<file path="src/rtl/phy_tx_serializer.sv">
// -----------------------------------------------------------------------------
// phy_tx_serializer
//
// Purpose:
//   Takes one encoded flit from the TX PHY manager and shifts it onto a
//   single-bit lane, LSB first, one bit per CLK. The frame is either the full
//   flit (NSYM symbols) or a shortened comma frame of 1 or 2 symbols. A
//   one-cycle done pulse follows the last bit and feeds back to the manager's
//   arbitration buffer.
//
// Ports:
//   CLK               in   1      system clock (single domain)
//   nRST              in   1      synchronous, active-low reset
//   start             in   1      1-cycle pulse; enc_flit / comma_length_sel valid
//   enc_flit          in   ENC_W  encoded frame, symbol k = [k*SYM_W +: SYM_W]
//   comma_length_sel  in   2      00 full, 01 one symbol, 10 two symbols,
//                                 11 reserved (full)
//   serial_out        out  1      lane bit, 0 when idle
//   tx_active         out  1      high while serial_out carries a frame bit
//   done              out  1      1-cycle pulse after the last frame bit
//   overrun           out  1      1-cycle pulse: start arrived while shifting
//
// States:
//   state   | meaning
//   S_IDLE  | waiting for start
//   S_SHIFT | driving shreg_q[0] onto the lane, one bit per cycle
//   S_DONE  | done pulse; a start here is accepted just like in S_IDLE
// -----------------------------------------------------------------------------
module phy_tx_serializer #(
  parameter int NSYM  = 5,
  parameter int SYM_W = 10
) (
  input  logic                    CLK,
  input  logic                    nRST,
  input  logic                    start,
  input  logic [NSYM*SYM_W-1:0]   enc_flit,
  input  logic [1:0]              comma_length_sel,
  output logic                    serial_out,
  output logic                    tx_active,
  output logic                    done,
  output logic                    overrun
);

  localparam int ENC_W = NSYM * SYM_W;
  localparam int CNT_W = $clog2(ENC_W);

  // Frame length is kept as len-1 so the terminal compare never needs a
  // counter wider than the largest bit index.
  localparam logic [CNT_W-1:0] LAST_FULL = CNT_W'(ENC_W - 1);
  localparam logic [CNT_W-1:0] LAST_ONE  = CNT_W'(SYM_W - 1);
  localparam logic [CNT_W-1:0] LAST_TWO  = CNT_W'(2 * SYM_W - 1);

  typedef enum logic [1:0] {
    S_IDLE  = 2'd0,
    S_SHIFT = 2'd1,
    S_DONE  = 2'd2
  } state_t;

  state_t             state_q,   state_d;
  logic [ENC_W-1:0]   shreg_q,   shreg_d;
  logic [CNT_W-1:0]   bit_cnt_q, bit_cnt_d;
  logic [CNT_W-1:0]   last_q,    last_d;
  logic               overrun_q, overrun_d;

  function automatic logic [CNT_W-1:0] last_index(input logic [1:0] sel);
    case (sel)
      2'b01:   return LAST_ONE;
      2'b10:   return LAST_TWO;
      default: return LAST_FULL;
    endcase
  endfunction

  always_ff @(posedge CLK) begin
    if (!nRST) begin
      state_q   <= S_IDLE;
      shreg_q   <= '0;
      bit_cnt_q <= '0;
      last_q    <= '0;
      overrun_q <= 1'b0;
    end else begin
      state_q   <= state_d;
      shreg_q   <= shreg_d;
      bit_cnt_q <= bit_cnt_d;
      last_q    <= last_d;
      overrun_q <= overrun_d;
    end
  end

  always_comb begin
    state_d   = state_q;
    shreg_d   = shreg_q;
    bit_cnt_d = bit_cnt_q;
    last_d    = last_q;
    overrun_d = 1'b0;

    case (state_q)
      S_SHIFT: begin
        // A start while shifting is dropped; only the overrun flag reacts.
        overrun_d = start;
        shreg_d   = shreg_q >> 1;
        bit_cnt_d = bit_cnt_q + CNT_W'(1);
        if (bit_cnt_q == last_q) begin
          state_d = S_DONE;
        end
      end

      default: begin
        // S_IDLE and S_DONE both accept a new frame.
        if (start) begin
          shreg_d   = enc_flit;
          last_d    = last_index(comma_length_sel);
          bit_cnt_d = '0;
          state_d   = S_SHIFT;
        end else begin
          state_d   = S_IDLE;
        end
      end
    endcase
  end

  // Outputs decode directly from registered state, so they change only on
  // the clock edge.
  assign tx_active  = (state_q == S_SHIFT);
  assign serial_out = tx_active & shreg_q[0];
  assign done       = (state_q == S_DONE);
  assign overrun    = overrun_q;

endmodule

</file>
<file path="config.mk">
export PLATFORM = sky130hd
export DESIGN_NAME = phy_tx_serializer
export DESIGN_NICKNAME = d
export VERILOG_FILES = /design/src/rtl/phy_tx_serializer.sv
export SDC_FILE = /design/constraint.sdc
export NUM_CORES = 1
export LEC_CHECK = 0
export BUFFER_PORTS_ARGS = -buffer_cell sky130_fd_sc_hd__buf_2
export CAP_MARGIN = 20
export CORE_MARGIN = 5
export CORE_UTILIZATION = 49
export CTS_CLUSTER_DIAMETER = 200
export DETAILED_ROUTE_END_ITERATION = 10
export PLACE_DENSITY = 0.86
export SYNTH_ARGS = -nofsm -noshare
export SYNTH_HDL_FRONTEND = slang
export SYNTH_SLANG_ARGS = --single-unit
</file>
<file path="constraint.sdc">
create_clock -name CLK -period 1.2 [get_ports CLK]
set_input_delay 0 -clock CLK [delete_from_list [all_inputs] [get_ports CLK]]
set_output_delay 0 -clock CLK [all_outputs]
set_load 0.02 [all_outputs]
</file>
# --- Yosys cells after proc, flatten, opt, wreduce, memory -nomap -nowiden ---
# Cells that the tools add are included.
op_classes:
  eq_ne: 6
  n_bitwise: 3
  n_reduce_logical: 4
  muxes: 8
  addsub: 1
ops:
  columns: ["cell", "count"]
  rows:
  - ["2-to-1 mux 49 bit", 2]
  - ["2-to-1 mux 6 bit", 2]
  - ["one-hot mux 6 bit (2 select lines)", 1]
  - ["adder 6 x 1 -> 6 bit, second input constant", 1]
  - ["equality test 6 bit", 1]
  - ["equality test 2 x 1 -> 1 bit, second input constant", 2]
  - ["equality test 2 bit, second input constant", 2]
  - ["2-to-1 mux 2 bit", 2]
  - ["AND reduction 2 bit", 2]
  - ["!= test 2 x 1 -> 1 bit, second input constant", 1]
  - ["NOT 1 bit", 2]
  - ["nonzero test 2 bit", 1]
  - ["OR reduction 2 bit", 1]
  - ["AND 1 bit", 1]
  - ["2-to-1 mux 1 bit", 1]
totals:
  regBits: 65
  input_bits: 55

# --- Longest topological paths before layout ---
# Gate-level depths: netlist of run 1.
logic_depth:
  depth_word: 3
  depth_mapped: 6
  ltp_nobuf: 4

# --- Worst setup path before layout of run 1 ---
# OpenSTA, ideal clock, no wires.
synth_path:
  path_type: "register to register"
  startpoint: "reg state_q[1]"
  endpoint: "reg bit_cnt_q[5]"
  synth_period_minus_slack_ps: 1232
  stages_incl_launch_ff: 5
  setup_ps: 74
  required_time_ps: 1126
  slack_ps: -32
  n_path_buf: 1
  arrival_ps: 1158
  cell_sequence: "dfxtp_1 > nand2b_4 > buf_6 > or4_1 > a31oi_1"
synth_between:
  elab_chain_len: 2
  word_cells_on_any_way: 3
synth_lines:
  columns: ["element", "line", "source"]
  rows:
  - ["start: declaration", "59", "state_t state_q, state_d;"]
  - ["start signal: assignment", "81", "state_q <= state_d;"]
  - ["equality test 2 x 1 -> 1 bit (*)", "96", "case (state_q)"]
  - ["2-to-1 mux 6 bit or nonzero test 2 bit (tied branches)", null, null]
  - ["end signal: assignment", "83", "bit_cnt_q <= bit_cnt_d;"]
  - ["end: declaration", "61", "logic [CNT_W-1:0] bit_cnt_q, bit_cnt_d;"]
# Mark *: on every way between the ends. The rest lies on a longest branch, timed or not.
# A chain may end at the register's enable or synchronous reset.

# --- Final worst setup path of run 1 ---
# Same ends and word-level chain as after synthesis.

==> results.txt, run 1 <==
- The flow ran to the end, but the final reports show violations.
- Violations in the final reports: negative setup slack
- Cell internal power dissipation: approximately 3.7 mW
* Leakage power: about 1.7 nW
- For the worst setup path, the data arrival time is approximately 1500 ps.
- Worst-case setup margin in the final layout: -67.8 ps
* Netlist Area Pre-Place: between 2000 and 3000 µm²
- The area growth from synthesis to layout is 29.5%.
* CTS tree: built
* Ordered list of cells on the worst path: nand2b_4 > or4_4 > a31oi_1
- Placed inst area: 3230 µm²
- The die is 86.6 µm tall.
- Final instance count without filler cells: around 450
- The multi-input combinational cells in the finished layout cover a total of 1490 µm².
- Of the cells placed in the final design, the portion with a size suffix greater than 1 is approximately 28%.
- Clk slew on worst S/H paths: around 70 ps
* Combinational Power Share: roughly a fifth
* Post-synthesis cell type with the largest combined area: sky130_fd_sc_hd__dfxtp_1
- Final cell area excluding filler cells: 3720 µm²
- Detailed-route DRC error count: 0
* Cell family contributing the most delay on the critical path: simple AND/OR/NAND/NOR gates
- At the end of routability-driven placement, the weighted congestion stood at 0.817.
* Sum of net half-perimeters after detailed placement: approximately 4.2 mm
- Leading cell type by number of instances after synthesis: sky130_fd_sc_hd__dfxtp_1
- Maximum VDD drop: between 0.8 and 0.9 mV
- Width of the chip: about 87 µm
- Of the total power, the share spent switching nets is between 20% and 30%.
* Drt wl/cell: approximately 15 µm
- The slowest stage of the critical path belongs to the cell sky130_fd_sc_hd__or4_4.
- The critical path starts at state_q[1].
- The initial utilization of the core area, before any placement, comes to between 50% and 60%.
- Synth cell types: 30
- Total wire length after detailed routing: ~6.7 mm
- Maxcap violations: 0
* Hold/Removal Path Class: in -> reg
- Worst Hold Launch: enc_flit[20]
- Global Route Usage Sum: 18.1%
- First-pass GRT wire length: around 11 mm
* Count of synthesis-stage warnings from yosys: 0
- Highest clock rate: about 800 MHz
- Counting both buffers and inverters, the worst setup path holds a total of 0.
* Number of antenna violations at the first check in global routing: 0
* Unrepaired setup endpoints after global routing: yes
* Post-detailed-route via-to-cell ratio: 5.43
- Area of the placeable core: approximately 5600 µm²
* Actual transition at the worst max-transition pin: about 300 ps
- Port buffering added 58 buffers.
- Data required time at the worst endpoint: approximately 1500 ps
- After synthesis, the share of flip-flops with an asynchronous set or reset is 0%.
* Startpoint Class: flip-flop
* Root Buffer Master: sky130_fd_sc_hd__clkbuf_8
- In this run, placement finished with an instance count of 416.
- Max Clock Skew: about 5.8 ps
- Number of buffers created by CTS: 9
- The count of nets left with antenna violations once routing finished came out at 0.
* Final hold vios: 0
- Across the whole layout, storage elements account for between 1000 and 1500 µm².
- Leading post-synthesis cells by instance count: 64 x sky130_fd_sc_hd__dfxtp_1, 52 x sky130_fd_sc_hd__nor2_1, 51 x sky130_fd_sc_hd__mux2i_1
- Synthesis handed over a netlist of roughly 300 instances.
- The detailed router placed between 2000 and 2500 vias in this run.
- Count of state elements after synthesis: 64
- Clock power share: 32.4%
- The initialized floorplan defines 27 standard-cell rows.
* Remaining global-route overflow: 0
* Maximum number of pins on one net before global-route repair: 53
- Count of final setup violators: 5
- The H-tree generated during clock tree synthesis spans 3 levels.
* Share of the clock period used by the worst path: 106%
- Measured against its own limit, the worst slew margin works out to between 80% and 90%.
- 59 I/O pins were placed.
- Yosys mapped a number of flops with a built-in enable equal to 0.
* Wire length on met1: 2.88 mm
- Highest metal layer with signal wires: met4
- Max Fanout on Critical Path: 5
* Register share of total power: between 40% and 50%
* Max Root-Sink Buffers: 2
- In this design, the stage delay of the slowest critical-path cell is between 400 and 500 ps.
- After synthesis, flip-flops and latches occupy ~45% of the total area.
* Final total negative setup slack: -194 ps
* Worst r2r src: state_q[1]
- Dividing total power by cell area gives a power density of 1370 nW/µm².
- Yosys attributes the largest share of cell area to sky130_fd_sc_hd__dfxtp_1 45%, sky130_fd_sc_hd__mux2i_1 18%, sky130_fd_sc_hd__a211oi_1 13%, sky130_fd_sc_hd__nor2_1 6.8%, sky130_fd_sc_hd__buf_2 2.1%.
* Capturing element type of the critical path: flip-flop
- Final-stage net count: about 440
- The via count of the first global-routing pass is 2375.
- Summed over all nets, wire length on met3 after detailed routing comes to between 400 and 500 µm.
* Switching power of the nets: 1.37 mW
- Routed length on met2: ~3.2 mm
* Count of routing violations after the opening detailed-route iteration: approximately 120
- Net count after synthesis: 360
- Filler cell count: between 400 and 500
* Startpoint-to-endpoint class of the critical path: reg -> reg
* Worst-Skew Late Latency: 340 ps
- For this run, the detailed router's first-pass iteration total came to 4.
- CTS saw 64 sinks.
- Period minus WS final: 1270 ps
- Before CTS, the worst setup slack after placement is -25.8 ps.
- The synthesized design devotes to its leading area cell type around 45% of total area.
- The total count of max-transition violations in the final report is 0.
* Utilization after layout: approximately two thirds
- Die area: roughly 7500 µm²
- For this run, the leading register cell type out of synthesis is sky130_fd_sc_hd__dfxtp_1.
* Average cell area after synthesis: roughly 9.5 µm²
* Ant diodes: 0
-- metal layers --
metal | vias up | global-route usage [%]
li1 | 1240 | -
met1 | 1121 | 21.7
met2 | 75 | 28.6
met3 | 20 | 6.84
met4 | 0 | 8.36
met5 | - | 0
-- tightest hold or removal path, cell delays in order --
cell and delay, ps:
sky130_fd_sc_hd__buf_2 90, sky130_fd_sc_hd__mux2i_1 120, sky130_fd_sc_hd__a211oi_1 90
-- logic make-up (layout without fill, tap and decap cells) --
group | after synthesis | count (layout) | synth area share [%]
DFF | 64 | 64 | 44.6
adders and majority gates | 4 | 4 | 1.74
muxes | 51 | 51 | 17.8
buffers and inverters | 33 | 112 | 5.62
xor gates and xnor gates | 5 | 5 | 1.52
AOI/OAI and AO/OA | 70 | 70 | 17.4
and+or+nand+nor | 74 | 74 | 11.3
-- area by class of cell --
| class | count | share of cell area (%) |
|---|---|---|
| flip-flops and latches | 64 | 34.7 |
| multi-input cells | 204 | 40.0 |
| inverters | 6 | 0.808 |
| well taps | 72 | 2.42 |
| clock buffers | 14 | 4.64 |
| repair buffers | 92 | 17.5 |
-- path summary, 6_finish.rpt --
kind              slack [ps]  depth (start not counted)           end
setup / recovery         -70                          3  bit_cnt_q[5]
setup reg to reg         -70                          3  bit_cnt_q[5]
hold / removal            10                          3   shreg_q[20]
hold reg to reg          500                          2     last_q[5]
-- layout by cell type (no fill, tap or decap), types with 4 or more instances in the layout --
cell                             n
sky130_fd_sc_hd__xor2_1          4
sky130_fd_sc_hd__nand3_1         8
sky130_fd_sc_hd__clkbuf_8       12
sky130_fd_sc_hd__buf_2          56
sky130_fd_sc_hd__o21ai_0         5
sky130_fd_sc_hd__dlygate4sd3_1  19
sky130_fd_sc_hd__a21oi_1         8
sky130_fd_sc_hd__a211oi_1       48
sky130_fd_sc_hd__dfxtp_1        59
sky130_fd_sc_hd__nor2_1         51
sky130_fd_sc_hd__dfxtp_2         4
sky130_fd_sc_hd__mux2i_1        51
sky130_fd_sc_hd__buf_4           9
sky130_fd_sc_hd__buf_6           5
sky130_fd_sc_hd__ha_1            4
sky130_fd_sc_hd__inv_1           4
-- sequential cells by signal (all words and copies together) (netlist names) --
name       flops
bit_cnt_q      6
last_q         5
overrun        1
shreg_q       50
state_q        2
-- stage by stage --
step	power (mW)	hold WS (ps)
2_1_floorplan	3.11	138
3_3_place_gp	3.30	299
3_5_place_dp	3.34	300
4_1_cts	5.08	0.00649
5_1_grt	5.37	2.89
6_report	5.08	12.4
-- power groups by stage --
stage	Clock [mW]	Sequential, mW	Combinational [mW]
after floorplan	0	2.49	0.622
after global placement	0	2.51	0.791
after detailed placement	0	2.52	0.823
after CTS	1.70	2.47	0.907
after global routing	1.80	2.50	1.06
final	1.64	2.48	0.958
-- repair_timing --
item	CTS	global route
setup buffers	2	1
setup endpoints to repair	10	43
endpoints found under the hold margin	20	1
pin swaps	1	5
hold buffers	18	1
resized for setup	12	18
Power figures use the tool's default switching activity.
==> run 2: changes to the inputs <==
- PLACE_DENSITY: 0.86 -> 0.75
==> results.txt, run 2 (synthesis results as in run 1) <==
* Hold/Removal Path Class: in -> reg (unchanged)
* Startpoint-to-endpoint class of the critical path: reg -> out (was reg -> reg)
- Period minus WS final: 1260 ps (was 1270 ps)
- Number of buffers created by CTS: 9 (unchanged)
* Max Clock Skew: 6.54 ps (was 5.81 ps)
- Number of cells traversed by the worst hold path: 3 (unchanged)
- The switching power is 1.51 mW (was 1.37 mW).
* Clock power share: 39.3% (was 32.4%)
- Actual transition at the worst max-transition pin: 367 ps (was 299 ps)
- The clock root buffer was sky130_fd_sc_hd__clkbuf_8 (unchanged).
- The cell row count is 27 (unchanged).
- Commonest cells after routing, fill and taps aside: 58 x sky130_fd_sc_hd__dfxtp_1, 56 x sky130_fd_sc_hd__buf_2, 52 x sky130_fd_sc_hd__nor2_1, 51 x sky130_fd_sc_hd__mux2i_1, 42 x sky130_fd_sc_hd__a211oi_1 (was 59 x sky130_fd_sc_hd__dfxtp_1, 56 x sky130_fd_sc_hd__buf_2, 51 x sky130_fd_sc_hd__mux2i_1, 51 x sky130_fd_sc_hd__nor2_1, 48 x sky130_fd_sc_hd__a211oi_1)
* Filler cell count: 438 (was 435)
- Share of the clock period used by the worst path: 105% (was 106%)
* Highest clock rate: 796 MHz (was 789 MHz)
* Maximum number of pins on one net before global-route repair: 39 (was 53)
- The filler-free cell count of the finished design is 465 (was 452).
* Worst-Skew Late Latency: 340 ps (about the same)
* Detailed-route DRC error count: 0 (unchanged)
- Maxcap violations: 0 (unchanged)
* Startpoint Class: flip-flop (unchanged)
- The via count of the first global-routing pass was 2407 (was 2375).
- The routability congestion estimate from global placement is 0.804 (was 0.817).
- Result of the run: complete, but fails checks (unchanged)
* Capture instance of the worst register-to-register path: bit_cnt_q[5] (unchanged)
* Combinational Power Share: 18.8% (about the same)
- The total congestion overflow after global routing is 0 (unchanged).
- Data arrival time at the worst-slack endpoint: 1260 ps (was 1530 ps)
* Final Max Tran Viols: 0 (unchanged)
- Final-layout worst hold slack: 14.3 ps (was 12.4 ps)
* Worst-case setup margin in the final layout: -56.1 ps (was -67.8 ps)
- Number of clock sinks: 64 (unchanged)
- Initial DRT Pass Iterations: 4 (unchanged)
- The critical path capture point type is an output port (was flip-flop).
- Max Root-Sink Buffers: 2 (unchanged)
- The starting utilization of the core area is 51.2% (unchanged).
- Maximum VDD drop: 0.864 mV (was 0.884 mV)
- The via density per instance is 5.44 (was 5.43).
* Cell internal power dissipation: 4.42 mW (was 3.72 mW)
- Y dimension of the die: 86.6 µm (unchanged)
- The detailed-route wire length per cell is 15.1 µm (was 14.7 µm).
- The register bank with the most flops was shreg_q (unchanged).
- Count of routing violations after the opening detailed-route iteration: 92 (was 121)
- The hold path startpoint was enc_flit[16] (was enc_flit[20]).
- The die outline width was 86.6 µm (unchanged).
* Number of H-tree levels: 3 (unchanged)
* Global Route Usage Sum: 17.7% (was 18.1%)
- The count of placed standard cells including taps came to 422 (was 416).
- The overall power of the completed layout is 5.92 mW (was 5.08 mW).
- Area of the placeable core: 5610 µm² (unchanged)
- Clk slew on worst S/H paths: 70 ps (about the same)
* Max Fanout on Critical Path: 3 (was 5)
- I/O pin cnt: 59 (unchanged)
- Hold path endpoint: shreg_q[16] (was shreg_q[20])
- The proportion of layout cells with a drive suffix above 1 was 32.6% (was 27.6%).
- The startpoint of the worst-slack reg-to-reg timing path is state_q[0] (was state_q[1]).
* Ant diodes: 0 (unchanged)
* Violations in the final reports: negative setup slack (unchanged)
- The number of antenna violations at the first check in global routing came to 0 (unchanged).
* Switching Share: 25.4% (was 26.9%)
- Leading cell type in the layout, fill and taps excluded: sky130_fd_sc_hd__dfxtp_1 (unchanged)
- Final hold vios: 0 (unchanged)
- The cell area power density was 1480 nW/µm² (was 1370 nW/µm²).
- The detailed placer's ending HPWL came to 4.07 mm (was 4.18 mm).
* Post-DRT Antenna Nets: 0 (unchanged)
- Unrepaired setup endpoints after global routing: yes (unchanged).
- The required time reported for the critical path endpoint is 1200 ps (was 1460 ps).
- Largest registers in the final layout: shreg_q: 50 flops, bit_cnt_q: 6 flops, last_q: 5 flops (unchanged).
- Utilization after layout: 71.2% (was 66.3%)
* Die area: 7490 µm² (unchanged)
- The number of flip-flops in the largest register came to 50 (unchanged).
- The setup slack on the worst flop-to-flop path was -50 ps (was -70 ps).
- The count of buffers inserted at the top-level ports came to 58 (unchanged).
* Cell count of the worst reg-to-reg path: 4 (was 3)
- The leakage power is 1.82 nW (was 1.69 nW).
- First-pass GRT wire length: 10.8 mm (was 10.7 mm)
* Worst slew margin relative to its limit: 75.5% (was 80.0%)
* CTS tree: built (unchanged)
- Final total negative setup slack: -208 ps (was -194 ps)
- Final-stage net count: 447 (was 436)
* Register share of total power: 41.9% (was 48.8%)
* Synth-to-layout area growth: 39.1% (was 29.5%)
- The final-report setup violation count came to 7 (was 5).
- Total wire length after detailed routing: 7.01 mm (was 6.65 mm)
- The via count was 2529 (was 2456).
* Launch point of the critical path: state_q[1] (unchanged)
-- run 2: cell types whose count changed in the layout (fill, tap and decap cells not counted), sizes merged --
cell	before	now
buf	73	81
bufinv	0	3
clkinv	1	2
clkinvlp	0	1
-- run 2: power groups by stage --
| stage | clock, mW | sequential, mW | combinational, mW |
|---|---|---|---|
| after detailed placement | 0 | 2.52 | 0.843 |
| after floorplan | 0 | 2.49 | 0.622 |
| after global routing | 2.47 | 2.50 | 1.23 |
| after CTS | 2.37 | 2.47 | 0.963 |
| final | 2.33 | 2.48 | 1.11 |
| after global placement | 0 | 2.51 | 0.827 |
-- run 2: area by class of cell --
type / count / area (µm²) / share of cell area, %
well taps: 72 / 90.1 / 2.26
repair buffers: 103 / 817 / 20.5
clock inverters: 5 / 103 / 2.57
flip-flops and latches: 64 / 1290 / 32.3
multi-input cells: 204 / 1510 / 37.9
clock buffers: 11 / 151 / 3.79
inverters: 6 / 30.0 / 0.752
-- run 2: how the worst max path moves through the flow --
stage / to / slack, ps / cells after the start
floorplan: bit_cnt_q[5] / 0.3 / 4
global placement: state_q[0] / 20 / 4
detailed placement: shreg_q[30] / -2 / 4
CTS: bit_cnt_q[5] / -120 / 4
global route: bit_cnt_q[5] / -90 / 4
finish: serial_out / -60 / 5
-- run 2: layer usage --
layer / track usage, % / share of wire [%] / vias up
li1: - / - / 1259
met1: 22.0 / 43 / 1169
met2: 29.3 / 49 / 89
met3: 6.46 / 7.0 / 12
met4: 3.82 / 1.0 / 0
met5: 0 / 0 / -
-- run 2: repair_timing --
action	4_1_cts	5_1_grt
hold endpoints to repair	21	1
pin swaps	4	5
setup buffers	3	2
hold buffers	18	1
endpoints found under the setup margin	6	59
gates cloned	0	3
gates resized for setup	19	26
-- run 2: through the flow --
| step | instance area (µm²) | setup slack [ps] |
|---|---|---|
| 2_1_floorplan | 2870 | 0.294 |
| 3_3_place_gp | 3270 | 21.4 |
| 3_5_place_dp | 3270 | -2.23 |
| 4_1_cts | 3800 | -120 |
| 5_1_grt | 3990 | -87.8 |
| 6_report | 3990 | -56.1 |
-- run 2: worst max-delay path, cell delays in order, from the launching register on --
cell and delay [ps]:
sky130_fd_sc_hd__dfxtp_2 330, sky130_fd_sc_hd__nand2b_4 180, sky130_fd_sc_hd__inv_8 40, sky130_fd_sc_hd__buf_6 110, sky130_fd_sc_hd__and2_4 130, sky130_fd_sc_hd__buf_6 120
